===== config.mk =====
export PLATFORM = sky130hd
export DESIGN_NAME = ptw_req_arbiter
export DESIGN_NICKNAME = d
export VERILOG_FILES = /design/src/rtl/ptw_req_arbiter.sv
export SDC_FILE = /design/constraint.sdc
export NUM_CORES = 1
export LEC_CHECK = 0
export CORE_ASPECT_RATIO = 0.6
export CORE_UTILIZATION = 41
export CTS_CLUSTER_DIAMETER = 200
export CTS_CLUSTER_SIZE = 12
export DETAILED_ROUTE_END_ITERATION = 6
export PLACE_DENSITY_LB_ADDON = 0.12
export SLEW_MARGIN = 20
export SYNTH_ARGS = -nofsm -noshare
export SYNTH_HDL_FRONTEND = slang
export SYNTH_SLANG_ARGS = --single-unit

===== constraint.sdc =====
create_clock -name clk -period 3.79 [get_ports clk]
set_clock_uncertainty 0.2 [all_clocks]
set_input_delay 0.758 -clock clk [delete_from_list [all_inputs] [get_ports clk]]
set_output_delay 0.758 -clock clk [all_outputs]
set_load 0.005 [all_outputs]

===== src/rtl/ptw_req_arbiter.sv =====
// ptw_req_arbiter
//   Shares one page-table walker between two translation requesters
//   (0 = Dcache, 1 = Icache). One walk is outstanding at a time. The FSM
//   cycles IDLE -> ISSUE -> WAIT -> IDLE. Grants are round-robin.
//
// Ports
//   clk, rst                  rising-edge clock, synchronous active-high reset
//   reqN_valid/ready/vpn      translation request handshake per requester
//   respN_valid               one-cycle response strobe to the owning requester
//   resp_ae, resp_pte         access-exception flag and PTE of the routed response
//   ptw_req_valid/ready/vpn   request channel to the walker
//   ptw_resp_valid/ae/pte     response channel from the walker
//   busy, owner               status: not IDLE / requester holding the walker
//   err_spurious, err_timeout sticky error flags
module ptw_req_arbiter #(
  parameter int VPN_W   = 27,
  parameter int PTE_W   = 64,
  parameter int TIMEOUT = 1024
) (
  input  logic             clk,
  input  logic             rst,
  input  logic             req0_valid,
  output logic             req0_ready,
  input  logic [VPN_W-1:0] req0_vpn,
  input  logic             req1_valid,
  output logic             req1_ready,
  input  logic [VPN_W-1:0] req1_vpn,
  output logic             resp0_valid,
  output logic             resp1_valid,
  output logic             resp_ae,
  output logic [PTE_W-1:0] resp_pte,
  output logic             ptw_req_valid,
  input  logic             ptw_req_ready,
  output logic [VPN_W-1:0] ptw_req_vpn,
  input  logic             ptw_resp_valid,
  input  logic             ptw_resp_ae,
  input  logic [PTE_W-1:0] ptw_resp_pte,
  output logic             busy,
  output logic             owner,
  output logic             err_spurious,
  output logic             err_timeout
);

  localparam int               CNT_W    = $clog2(TIMEOUT);
  localparam logic [CNT_W-1:0] CNT_LAST = CNT_W'(TIMEOUT - 1);

  typedef enum logic [1:0] {
    IDLE  = 2'd0,
    ISSUE = 2'd1,
    WAIT  = 2'd2
  } state_t;

  state_t           state;
  logic [CNT_W-1:0] wait_cnt;
  logic             last_grant;
  logic             grant_any;
  logic             grant_idx;

  // Round-robin pick in IDLE; on a tie the requester not granted last wins.
  always_comb begin
    grant_any = 1'b0;
    grant_idx = 1'b0;
    if (state == IDLE && !rst) begin
      if (req0_valid && req1_valid) begin
        grant_any = 1'b1;
        grant_idx = ~last_grant;
      end else if (req0_valid) begin
        grant_any = 1'b1;
        grant_idx = 1'b0;
      end else if (req1_valid) begin
        grant_any = 1'b1;
        grant_idx = 1'b1;
      end else begin
        grant_any = 1'b0;
        grant_idx = 1'b0;
      end
    end else begin
      grant_any = 1'b0;
      grant_idx = 1'b0;
    end
  end

  assign req0_ready = grant_any & ~grant_idx;
  assign req1_ready = grant_any & grant_idx;

  // Arbiter FSM with registered walker request, response routing and error flags.
  always_ff @(posedge clk) begin
    if (rst) begin
      state         <= IDLE;
      wait_cnt      <= '0;
      last_grant    <= 1'b1;
      owner         <= 1'b0;
      busy          <= 1'b0;
      ptw_req_valid <= 1'b0;
      ptw_req_vpn   <= '0;
      resp0_valid   <= 1'b0;
      resp1_valid   <= 1'b0;
      resp_ae       <= 1'b0;
      resp_pte      <= '0;
      err_spurious  <= 1'b0;
      err_timeout   <= 1'b0;
    end else begin
      resp0_valid <= 1'b0;
      resp1_valid <= 1'b0;
      case (state)
        IDLE: begin
          if (ptw_resp_valid) begin
            err_spurious <= 1'b1;
          end
          if (grant_any) begin
            ptw_req_vpn   <= grant_idx ? req1_vpn : req0_vpn;
            owner         <= grant_idx;
            ptw_req_valid <= 1'b1;
            busy          <= 1'b1;
            state         <= ISSUE;
          end
        end
        ISSUE: begin
          if (ptw_resp_valid) begin
            err_spurious <= 1'b1;
          end
          if (ptw_req_ready) begin
            ptw_req_valid <= 1'b0;
            wait_cnt      <= '0;
            state         <= WAIT;
          end
        end
        WAIT: begin
          // A real response beats a timeout landing in the same cycle.
          if (ptw_resp_valid || wait_cnt == CNT_LAST) begin
            resp0_valid <= ~owner;
            resp1_valid <= owner;
            last_grant  <= owner;
            busy        <= 1'b0;
            state       <= IDLE;
            if (ptw_resp_valid) begin
              resp_ae  <= ptw_resp_ae;
              resp_pte <= ptw_resp_pte;
            end else begin
              resp_ae     <= 1'b1;
              resp_pte    <= '0;
              err_timeout <= 1'b1;
            end
          end else if (wait_cnt != CNT_LAST) begin
            wait_cnt <= wait_cnt + {{(CNT_W-1){1'b0}}, 1'b1};
          end else begin
            wait_cnt <= wait_cnt;
          end
        end
        default: begin
          ptw_req_valid <= 1'b0;
          busy          <= 1'b0;
          state         <= IDLE;
        end
      endcase
    end
  end

endmodule


==> qor.yml <==
floorplanning:
  chipWidth_um: 128
  io_pins: 226
  die_h_um: 77.5
  initial_core_util_pct: 42.4
  die-area_mm2: 0.00990
  design.core.area_mm2: 0.00919
  rows: 27
yosys:
  ys_ff_latch: 112
  syn_inst: 374
  yosys_warnings: 0
  syn-cell-area_mm2: 0.00389
  synth_cell_types: 35
  async_reset_ff_share_pct: 0
  ys_seq_area_share_pct: 57.6
  syn_area_per_cell_um2: 10.4
  syn_nets: 500
  synth_enable_flop_cells: 0
  ys.flop_type: "dfxtp_1"
placed_design:
  dp_cells: 707
  routabilityCongestion: 0.800
  dp_hpwl_mm: 8.97
  port_buffers: 225
critical_path:
  path_max_fanout: 4
  crit_start: "req1_valid"
  critPathCaptureType: "output pin"
  arrival_ns: 2.04
  reg2reg_depth: 6
  setup.worst_path.class: "in -> out"
  r2r-start: "wait_cnt[0]"
  endpoint: "req0_ready"
  start_kind: "input port"
  timing.rr.end: "resp_pte[36]"
  reg2reg_slack_ns: 1.39
  cp.required_ns: 2.83
layout:
  area_delta_synth_final_pct: 68.7
  nNetsFinal: 714
  fin_cells: 723
  drive_above_1_share_pct: 4.72
  final_util_pct: 71.4
  fill_cells: 700
  num_antenna_cells: 0
clock_tree:
  cts_buffers: 9
  cts_buffer_depth: 2
  cts_sinks: 112
  clk_pin_slew_ns: 0.07
  insertion_delay_ns: 0.34
  cts_tree: "built"
  post_cts_buffers: 0
  cts.hold.buffers_added: 0
  root_buffer: "clkbuf_16"
  post_cts_resized: 0
  h-tree-depth: 3
sta:
  fin_setup_tns_ns: 0
  setup_viol: 0
  worst_pin_slew_ns: 0.675
  clock.fmax_mhz: 333
  min_period_ns: 3.00
  finalHoldViolations: 0
  timing.final.crit_share_pct: 79.2
  maxSlewHeadroom_pct: 55.0
  rsz0062_at_grt: "false"
  slew_viol_final: 0
run_status:
  outcome: "complete, no violations"
run:
  drv_cap: 0
global_route:
  grt.overflow.total: 0
  grt_pass1_wl_mm: 19.5
  antenna_found_initial: 0
  grt_max_degree: 65
  grt_pass1_vias: 3782
  grt_usage_pct: 25.0
hold_path:
  worstHoldPathType: "reg -> reg"
power:
  p_leak_nw: 2.39
  peakVddDrop_v: 0.000270
  p_per_area_mw_per_mm2: 392
routing:
  drt-total-wl_mm: 12.5
  antenna_left: 0
  vias_per_cell: 5.28
  drc: 0
  wl_per_cell_um: 17.3
  drtIter0Drc: 244
  via_count: 3814
  first_pass_iters: 4
==> per-stage QoR <==
| stage | worst slack [ns] | hold WS [ns] | total power, W | instance area (um^2) |
|---|---|---|---|---|
| final | 0.790 | 0.277 | 0.00257 | 6570 |
| after global routing | 0.734 | 0.293 | 0.00267 | 6570 |
| after CTS | 0.790 | 0.278 | 0.00260 | 6570 |
| after detailed placement | 0.798 | 0.254 | 0.00158 | 6240 |
| after global placement | 0.844 | 0.255 | 0.00157 | 6240 |
| after floorplan | 1.08 | 0.255 | 0.00135 | 3890 |
==> layout make-up <==
type,count,area (um^2),area share (%)
inverters,2,7.51,0.114
clock buffers,9,225,3.43
well taps,130,163,2.48
clock inverters,7,101,1.54
repair buffers,232,2300,35.0
flip-flops and latches,112,2240,34.2
multi-input cells,231,1530,23.3
==> Yosys cell counts (3+ instances only) <==
cell / instances / area share, %
a22oi_1: 25 / 4.8
a22o_1: 64 / 14
nand3_1: 11 / 1.4
dfxtp_1: 112 / 58
a311oi_1: 5 / 1.1
nand2_1: 38 / 3.7
buf_2: 15 / 1.9
nor3_1: 4 / 0.51
clkbuf_1: 12 / 1.2
a211oi_1: 3 / 0.58
and3_1: 4 / 0.64
a31oi_1: 4 / 0.64
nor2_1: 12 / 1.2
a21oi_1: 37 / 4.8
==> per-layer routing <==
| layer | vias up | track usage (%) | share of wire, % |
|---|---|---|---|
| li1 | 1833 | - | - |
| met1 | 1825 | 29.0 | 42 |
| met2 | 149 | 45.2 | 49 |
| met3 | 7 | 8.41 | 7.9 |
| met4 | 0 | 3.88 | 0.48 |
| met5 | - | 0 | 0 |
==> sequential cells by signal, indices dropped and copies added, names as in the netlist, 2 cells and up <==
register / count
ptw_req_vpn: 27
state: 2
wait_cnt: 10
resp_pte: 64
==> cell usage in the layout (no fill, tap or decap), types with 3 or more instances in the layout <==
cell and count:
nand2_1 38, clkbuf_16 9, clkdlybuf4s50_1 224, a311oi_1 5, nor3_1 4, a22o_1 64
a211oi_1 3, and3_1 4, a22oi_1 25, buf_4 7, a21oi_1 37, a31oi_1 4
dfxtp_1 112, nand3_1 11, nor2_1 11
==> critical path: stages <==
cell and delay (ns):
clkdlybuf4s50_1 0.55, inv_1 0.06, o211a_1 0.22, clkdlybuf4s50_1 0.45
==> power breakdown <==
part,internal [W],switching [W],leakage (nW)
registers,0.00121,0.0000196,0.908
clock network,0.000588,0.000436,0.158
logic,0.000206,0.000115,1.32
total,0.00200,0.000571,2.39
==> cell families (layout without fill, tap and decap cells) <==
kind of cell	after synthesis	count (layout)	synth area share [%]
mux	2	2	0.514
simple gates	79	79	9.32
compound gates	149	149	28.6
flops	112	112	57.6
buf+inv	31	250	3.66
fa+ha+maj	1	1	0.321
==> worst min path at each step <==
| stage | start | end | slack, ns | depth (start not counted) |
|---|---|---|---|---|
| final | resp_pte[8] | resp_pte[8] | 0.28 | 1 |
| after global routing | resp_pte[24] | resp_pte[24] | 0.29 | 1 |
| after CTS | resp_pte[8] | resp_pte[8] | 0.28 | 1 |
| after detailed placement | resp_pte[42] | resp_pte[42] | 0.25 | 1 |
| after global placement | err_spurious | err_spurious | 0.25 | 2 |
| after floorplan | wait_cnt[6] | wait_cnt[6] | 0.26 | 1 |
No activity file was read; power rests on OpenSTA's default activity.
